### config.mk
export PLATFORM = sky130hd
export DESIGN_NAME = multi_cycle_control_fsm_flat
export DESIGN_NICKNAME = d
export VERILOG_FILES = /design/src/rtl/riscv_ctrl_pkg.sv /design/src/rtl/multi_cycle_control_fsm_if.sv /design/src/rtl/mc_ctrl_decode.sv /design/src/rtl/multi_cycle_control_fsm.sv /design/src/flat_wrapper.sv
export SDC_FILE = /design/constraint.sdc
export NUM_CORES = 1
export LEC_CHECK = 0
export ABC_AREA = 1
export ABC_CLOCK_PERIOD_IN_PS = 1500
export CELL_PAD_IN_SITES_DETAIL_PLACEMENT = 1
export CELL_PAD_IN_SITES_GLOBAL_PLACEMENT = 2
export CORE_AREA = 2 2 107 109
export CTS_CLUSTER_SIZE = 25
export DETAILED_ROUTE_END_ITERATION = 8
export DIE_AREA = 0 0 109 111
export HOLD_SLACK_MARGIN = 0.06
export PLACE_DENSITY = 0.77
export SLEW_MARGIN = 20
export SYNTH_ARGS = -nofsm -noshare
export SYNTH_HDL_FRONTEND = slang
export SYNTH_SLANG_ARGS = --single-unit
### constraint.sdc
create_clock -name clk -period 1.5 [get_ports clk]
set_clock_uncertainty 0.1 [all_clocks]
set_input_delay 0.3 -clock clk [delete_from_list [all_inputs] [get_ports clk]]
set_output_delay 0.3 -clock clk [all_outputs]
set_load 0.02 [all_outputs]
### src/rtl/riscv_ctrl_pkg.sv
// rtl/riscv_ctrl_pkg.sv - opcode, state and control-word definitions for the RV subset control units
//
// Purpose: shared encodings for the multi-cycle (and single-cycle) control units.
// Ports: none (package).
package riscv_ctrl_pkg;

  localparam logic [6:0] OP_R    = 7'b0110011;
  localparam logic [6:0] OP_LD   = 7'b0000011;
  localparam logic [6:0] OP_SD   = 7'b0100011;
  localparam logic [6:0] OP_BEQ  = 7'b1100011;
  localparam logic [6:0] OP_ADDI = 7'b0010011;

  typedef enum logic [3:0] {
    S_IDLE     = 4'd0,
    S_FETCH    = 4'd1,
    S_DECODE   = 4'd2,
    S_MEM_ADDR = 4'd3,
    S_MEM_RD   = 4'd4,
    S_MEM_WB   = 4'd5,
    S_MEM_WR   = 4'd6,
    S_EXEC_R   = 4'd7,
    S_EXEC_I   = 4'd8,
    S_ALU_WB   = 4'd9,
    S_BRANCH   = 4'd10
  } state_e;

  typedef enum logic [1:0] {
    SRCB_REG    = 2'b00,
    SRCB_FOUR   = 2'b01,
    SRCB_IMM    = 2'b10,
    SRCB_IMM_SH = 2'b11
  } alusrcb_e;

  typedef enum logic [1:0] {
    ALUOP_ADD   = 2'b00,
    ALUOP_SUB   = 2'b01,
    ALUOP_FUNCT = 2'b10
  } aluop_e;

  typedef struct packed {
    logic     pc_write;
    logic     pc_write_cond;
    logic     pc_source;
    logic     iord;
    logic     mem_read;
    logic     mem_write;
    logic     ir_write;
    logic     mem_to_reg;
    logic     reg_write;
    logic     alu_src_a;
    alusrcb_e alu_src_b;
    aluop_e   alu_op;
  } ctrl_t;

  function automatic logic opcode_supported(input logic [6:0] op);
    return (op == OP_R) || (op == OP_LD) || (op == OP_SD) ||
           (op == OP_BEQ) || (op == OP_ADDI);
  endfunction

endpackage

### src/rtl/multi_cycle_control_fsm_if.sv
// rtl/multi_cycle_control_fsm_if.sv - control-unit to datapath/memory bundle
//
// Purpose: groups sequencing inputs and datapath control outputs.
// master: the control unit (drives controls, status, counter).
// slave : the datapath/memory side (drives run, opcode, mem_ready).
interface multi_cycle_control_fsm_if #(
  parameter int RETIRE_W = 32
);
  logic                run;
  logic [6:0]          opcode;
  logic                mem_ready;
  logic                PCWrite;
  logic                PCWriteCond;
  logic                PCSource;
  logic                IorD;
  logic                MemRead;
  logic                MemWrite;
  logic                IRWrite;
  logic                MemtoReg;
  logic                RegWrite;
  logic                ALUSrcA;
  logic [1:0]          ALUSrcB;
  logic [1:0]          ALUOp;
  logic                busy;
  logic                illegal_op;
  logic [RETIRE_W-1:0] retired_cnt;

  modport master (
    input  run, opcode, mem_ready,
    output PCWrite, PCWriteCond, PCSource, IorD, MemRead, MemWrite, IRWrite,
           MemtoReg, RegWrite, ALUSrcA, ALUSrcB, ALUOp, busy, illegal_op,
           retired_cnt
  );

  modport slave (
    output run, opcode, mem_ready,
    input  PCWrite, PCWriteCond, PCSource, IorD, MemRead, MemWrite, IRWrite,
           MemtoReg, RegWrite, ALUSrcA, ALUSrcB, ALUOp, busy, illegal_op,
           retired_cnt
  );
endinterface

### src/rtl/mc_ctrl_decode.sv
// rtl/mc_ctrl_decode.sv - state (+mem_ready) to control word decoder
//
// Purpose: Moore decode of the sequencer state into datapath controls.
// Ports: state (in), mem_ready (in, only gates IRWrite/PCWrite in FETCH), ctrl (out).
module mc_ctrl_decode
  import riscv_ctrl_pkg::*;
(
  input  state_e state,
  input  logic   mem_ready,
  output ctrl_t  ctrl
);

  always_comb begin
    ctrl = '0;
    case (state)
      S_FETCH: begin
        ctrl.mem_read  = 1'b1;
        ctrl.alu_src_b = SRCB_FOUR;
        // PC+4 and IR are only committed in the cycle the read data is valid
        ctrl.ir_write  = mem_ready;
        ctrl.pc_write  = mem_ready;
      end
      S_DECODE: begin
        ctrl.alu_src_b = SRCB_IMM_SH;
      end
      S_MEM_ADDR, S_EXEC_I: begin
        ctrl.alu_src_a = 1'b1;
        ctrl.alu_src_b = SRCB_IMM;
      end
      S_MEM_RD: begin
        ctrl.mem_read = 1'b1;
        ctrl.iord     = 1'b1;
      end
      S_MEM_WB: begin
        ctrl.reg_write  = 1'b1;
        ctrl.mem_to_reg = 1'b1;
      end
      S_MEM_WR: begin
        ctrl.mem_write = 1'b1;
        ctrl.iord      = 1'b1;
      end
      S_EXEC_R: begin
        ctrl.alu_src_a = 1'b1;
        ctrl.alu_op    = ALUOP_FUNCT;
      end
      S_ALU_WB: begin
        ctrl.reg_write = 1'b1;
      end
      S_BRANCH: begin
        ctrl.alu_src_a     = 1'b1;
        ctrl.alu_op        = ALUOP_SUB;
        ctrl.pc_write_cond = 1'b1;
        ctrl.pc_source     = 1'b1;
      end
      default: ctrl = '0;
    endcase
  end

endmodule

### src/rtl/multi_cycle_control_fsm.sv
// rtl/multi_cycle_control_fsm.sv - multi-cycle sequencer for the RV datapath subset
//
// Purpose: steps fetch/decode/execute/memory/writeback, stalls on mem_ready,
//          counts retired instructions, flags unsupported opcodes.
// Ports: clk, reset_n (async active-low), bus (master modport: run, opcode,
//        mem_ready in; datapath controls, busy, illegal_op, retired_cnt out).
module multi_cycle_control_fsm
  import riscv_ctrl_pkg::*;
#(
  parameter int RETIRE_W = 32
) (
  input  logic                    clk,
  input  logic                    reset_n,
  multi_cycle_control_fsm_if.master bus
);

  state_e              state_q;
  logic [RETIRE_W-1:0] cnt_q;
  ctrl_t               ctrl;
  state_e              after_retire;

  // Dropping run never aborts an instruction; it only decides where the
  // sequencer goes once the current one has finished.
  assign after_retire = bus.run ? S_FETCH : S_IDLE;

  always_ff @(posedge clk or negedge reset_n) begin
    if (!reset_n) begin
      state_q <= S_IDLE;
      cnt_q   <= '0;
    end else begin
      case (state_q)
        S_IDLE:     if (bus.run) state_q <= S_FETCH;
        S_FETCH:    if (bus.mem_ready) state_q <= S_DECODE;
        S_DECODE: begin
          case (bus.opcode)
            OP_LD, OP_SD: state_q <= S_MEM_ADDR;
            OP_R:         state_q <= S_EXEC_R;
            OP_ADDI:      state_q <= S_EXEC_I;
            OP_BEQ:       state_q <= S_BRANCH;
            default:      state_q <= after_retire;
          endcase
        end
        S_MEM_ADDR: state_q <= (bus.opcode == OP_SD) ? S_MEM_WR : S_MEM_RD;
        S_MEM_RD:   if (bus.mem_ready) state_q <= S_MEM_WB;
        S_MEM_WR: begin
          if (bus.mem_ready) begin
            cnt_q   <= cnt_q + RETIRE_W'(1);
            state_q <= after_retire;
          end
        end
        S_EXEC_R, S_EXEC_I: state_q <= S_ALU_WB;
        S_MEM_WB, S_ALU_WB, S_BRANCH: begin
          cnt_q   <= cnt_q + RETIRE_W'(1);
          state_q <= after_retire;
        end
        default:    state_q <= S_IDLE;
      endcase
    end
  end

  mc_ctrl_decode u_decode (
    .state     (state_q),
    .mem_ready (bus.mem_ready),
    .ctrl      (ctrl)
  );

  assign bus.PCWrite     = ctrl.pc_write;
  assign bus.PCWriteCond = ctrl.pc_write_cond;
  assign bus.PCSource    = ctrl.pc_source;
  assign bus.IorD        = ctrl.iord;
  assign bus.MemRead     = ctrl.mem_read;
  assign bus.MemWrite    = ctrl.mem_write;
  assign bus.IRWrite     = ctrl.ir_write;
  assign bus.MemtoReg    = ctrl.mem_to_reg;
  assign bus.RegWrite    = ctrl.reg_write;
  assign bus.ALUSrcA     = ctrl.alu_src_a;
  assign bus.ALUSrcB     = ctrl.alu_src_b;
  assign bus.ALUOp       = ctrl.alu_op;
  assign bus.busy        = (state_q != S_IDLE);
  // IR is stable from FETCH onward, so this is a single-cycle pulse in DECODE
  assign bus.illegal_op  = (state_q == S_DECODE) && !opcode_supported(bus.opcode);
  assign bus.retired_cnt = cnt_q;

endmodule

### src/flat_wrapper.sv
// flat-port wrapper written by rule: the top's interface ports become plain ports
module multi_cycle_control_fsm_flat import riscv_ctrl_pkg::*;
#(
  parameter int RETIRE_W = 32
)
  (clk, reset_n, bus_run, bus_opcode, bus_mem_ready, bus_PCWrite, bus_PCWriteCond, bus_PCSource, bus_IorD, bus_MemRead, bus_MemWrite, bus_IRWrite, bus_MemtoReg, bus_RegWrite, bus_ALUSrcA, bus_ALUSrcB, bus_ALUOp, bus_busy, bus_illegal_op, bus_retired_cnt);
  multi_cycle_control_fsm_if #(.RETIRE_W(RETIRE_W)) bus_i ();
  input  logic clk;
  input  logic reset_n;
  input wire logic [$bits(bus_i.run)-1:0] bus_run;
  input wire logic [$bits(bus_i.opcode)-1:0] bus_opcode;
  input wire logic [$bits(bus_i.mem_ready)-1:0] bus_mem_ready;
  output wire logic [$bits(bus_i.PCWrite)-1:0] bus_PCWrite;
  output wire logic [$bits(bus_i.PCWriteCond)-1:0] bus_PCWriteCond;
  output wire logic [$bits(bus_i.PCSource)-1:0] bus_PCSource;
  output wire logic [$bits(bus_i.IorD)-1:0] bus_IorD;
  output wire logic [$bits(bus_i.MemRead)-1:0] bus_MemRead;
  output wire logic [$bits(bus_i.MemWrite)-1:0] bus_MemWrite;
  output wire logic [$bits(bus_i.IRWrite)-1:0] bus_IRWrite;
  output wire logic [$bits(bus_i.MemtoReg)-1:0] bus_MemtoReg;
  output wire logic [$bits(bus_i.RegWrite)-1:0] bus_RegWrite;
  output wire logic [$bits(bus_i.ALUSrcA)-1:0] bus_ALUSrcA;
  output wire logic [$bits(bus_i.ALUSrcB)-1:0] bus_ALUSrcB;
  output wire logic [$bits(bus_i.ALUOp)-1:0] bus_ALUOp;
  output wire logic [$bits(bus_i.busy)-1:0] bus_busy;
  output wire logic [$bits(bus_i.illegal_op)-1:0] bus_illegal_op;
  output wire logic [$bits(bus_i.retired_cnt)-1:0] bus_retired_cnt;
  assign bus_i.run = bus_run;
  assign bus_i.opcode = bus_opcode;
  assign bus_i.mem_ready = bus_mem_ready;
  assign bus_PCWrite = bus_i.PCWrite;
  assign bus_PCWriteCond = bus_i.PCWriteCond;
  assign bus_PCSource = bus_i.PCSource;
  assign bus_IorD = bus_i.IorD;
  assign bus_MemRead = bus_i.MemRead;
  assign bus_MemWrite = bus_i.MemWrite;
  assign bus_IRWrite = bus_i.IRWrite;
  assign bus_MemtoReg = bus_i.MemtoReg;
  assign bus_RegWrite = bus_i.RegWrite;
  assign bus_ALUSrcA = bus_i.ALUSrcA;
  assign bus_ALUSrcB = bus_i.ALUSrcB;
  assign bus_ALUOp = bus_i.ALUOp;
  assign bus_busy = bus_i.busy;
  assign bus_illegal_op = bus_i.illegal_op;
  assign bus_retired_cnt = bus_i.retired_cnt;
  multi_cycle_control_fsm #(.RETIRE_W(RETIRE_W)) u_core (.clk(clk), .reset_n(reset_n), .bus(bus_i));
endmodule
==> impl_metrics.yaml <==
run_status:
  status: "finished with violations"
  violations: "setup timing"
final_layout:
  seq_area_um2: 913
  mostFrequentLayoutCell: "nand2_1"
  fin_cells: 701
  utilization_pct: 44.1
  drive_gt1_share_pct: 46.4
  multi_input_area_um2: 1890
  nNetsFinal: 569
  fill_cells: 1345
  area.growth.synth_to_final_pct: 91.4
  final_cell_mix: "130 x nand2_1, 81 x buf_4, 44 x buf_6"
  antenna_cells: 0
detailed_routing:
  wl_per_cell_um: 15.3
  vias_per_cell: 4.46
  drt-initial-drc-count: 85
  vias: 3127
  route.detailed.drc: 0
  firstDrtPassIters: 4
  finalWirelength_um: 10700
  ant_nets: 0
floorplan:
  initial_utilization_pct: 23.0
  dieArea_um2: 12100
  fp.dieH_um: 111
  num_rows: 39
  die_x_um: 109
  design.core.area_um2: 11100
  io_pins: 59
timing:
  rsz0062_at_grt: "yes"
  hold_viol_final: 0
  finalCritPeriodShare_pct: 124
  final.hold.worst_slack_ns: 0.394
  slew_viol_final: 0
  worst_pin_slew_ns: 0.437
  layout_setup_ws_ns: -0.354
  fin_crit_ns: 1.85
  setup_viol: 52
  max_freq_mhz: 539
  slew_headroom_pct: 70.9
logic_synthesis:
  postSynthAreaPerCell_um2: 6.66
  ys_warn_count: 0
  synth_nets: 395
  yosys-mux-area-fraction_pct: 0
  synth-simple-area-share_pct: 50.2
  ys_seq_area_share_pct: 35.3
  ys_seq_elements: 36
  synth_top_family_by_area: "simple AND/OR/NAND/NOR gates"
  synth_cell_types: 29
  syn_inst: 383
  synth_compound_area_share_pct: 2.89
  synth_adder_area_share_pct: 0.490
  synth-xor-area-share_pct: 4.12
  syn_area_um2: 2550
power:
  finalPower_uw: 6050
  ir_drop_mv: 0.613
  power.density_nw_per_um2: 1240
  leakage_uw: 0.00237
worst_setup_path:
  r2r-start: "u_core.state_q[0]"
  cp-start-kind: "flop"
  crit_arrival_ns: 1.45
  critPathRequiredTime_ns: 1.10
  r2r_cells: 11
  crit_fanout: 3
  crit_path_end_kind: "output pin"
  critPathLaunch: "u_core.state_q[3]"
  critical_path_class: "flop to output pin"
global_routing:
  grt_max_degree: 23
  overflow: 0
  first_global_vias: 3348
  grt_pass1_wl_um: 16100
  antenna_found_initial: 0
  track_usage_pct: 16.7
placement:
  dp_hpwl_um: 7320
  place_inst: 661
  gp_congestion: 0.801
  portBuffers: 58
clock_tree:
  clockBufferDepth: 2
  clk_pin_slew_ns: 0.06
  cts_sinks: 36
  clockRootBuffer: "clkbuf_16"
  cts_tree: "done"
  worstSkewPairLatency_ns: 0.28
  cts-htree-levels: 2
  cts_buffers: 5
run:
  maxCapViolations: 0
hold_path:
  min_path_type: "input pin to asynchronous set/reset pin"
-- state kept, by name, summed over array words and instances (netlist names) --
name	flops
u_core.bus.retired_cnt	32
u_core.state_q	4
-- synthesized netlist by cell type --
cell type / n / area (um^2)
o21ai_0: 4 / 20.0
nand2_2: 8 / 50.1
a21oi_4: 1 / 16.3
ha_1: 1 / 12.5
inv_2: 4 / 15.0
dfrtp_1: 36 / 901
inv_1: 31 / 116
nor3_1: 2 / 10.0
nand2_8: 1 / 20.0
nand3_2: 1 / 10.0
nand3_1: 12 / 60.1
xor2_1: 7 / 61.3
o21ai_1: 1 / 5.00
inv_4: 1 / 6.26
nand2_1: 168 / 631
nor3_2: 2 / 20.0
xnor2_1: 5 / 43.8
o22ai_1: 1 / 6.26
buf_4: 4 / 30.0
nand2_4: 3 / 33.8
buf_6: 1 / 11.3
nor2_1: 55 / 206
nand3b_1: 13 / 97.6
nand3_4: 1 / 17.5
nor2_4: 6 / 67.6
nor2_2: 2 / 12.5
a31oi_1: 1 / 6.26
a21oi_1: 4 / 20.0
nand4_1: 7 / 43.8
-- per-stage QoR --
step / setup WS, ns / cell area, um^2 / TNS, ns
5_1_grt: -0.427 / 4880 / -16.37
6_report: -0.354 / 4880 / -13.61
4_1_cts: -0.350 / 4450 / -11.88
3_5_place_dp: -0.909 / 3970 / -18.10
3_3_place_gp: -0.803 / 3970 / -16.12
2_1_floorplan: -0.0245 / 2610 / -0.0332
-- where the power goes --
part | internal [uW] | switching [uW]
combinational | 1760 | 1840
clock | 783 | 424
sequential | 1070 | 165
-- cell families (layout without fill, tap and decap cells) --
group,Yosys count,after routing
XOR/XNOR,12,12
adder cells (fa/ha/maj),1,1
flip-flops,36,36
buffers and inverters,41,216
AND/OR/NAND/NOR,281,281
AO/OA/AOI/OAI,12,12
-- repair_timing --
item	CTS	global route
setup endpoints to repair	83	62
setup buffers	19	16
hold buffers	1	0
pin swaps	28	31
resized for setup	196	109
endpoints found under the hold margin	14	0
gates cloned	0	1
-- layer usage --
layer	vias to the layer above	part of all wire, %	global-route usage (%)
met5	-	0	0
met4	0	2.3	4.27
met3	19	1.9	1.70
met2	47	55	31.0
met1	1532	40	20.1
li1	1529	-	-
-- final cells by class --
type	instances	share of cell area, %
clock buffer	6	2.64
clock inverter	2	0.717
inverter	36	3.07
multi-input combinational	306	38.8
sequential	36	18.7
tap	143	3.66
timing repair buffer	172	32.4
-- worst max-delay path, stage by stage, from the launching register on --
cell     delay, ns
dfrtp_1       0.42
nor2_2        0.16
nand2_2       0.10
buf_6         0.14
nor2_4        0.11
nor2_1        0.07
nand2_2       0.07
buf_6         0.11
-- worst paths after layout --
path                                                    to  slack (ns)
worst min register to register   u_core.bus.retired_cnt[8]        0.41
worst max-delay path                           bus_ALUSrcA       -0.35
worst max register to register  u_core.bus.retired_cnt[12]       -0.33
max in group asynchronous        u_core.bus.retired_cnt[4]        0.42
min in group clk                 u_core.bus.retired_cnt[8]        0.41
worst min-delay path            u_core.bus.retired_cnt[31]        0.39
Power figures use the tool's default switching activity.
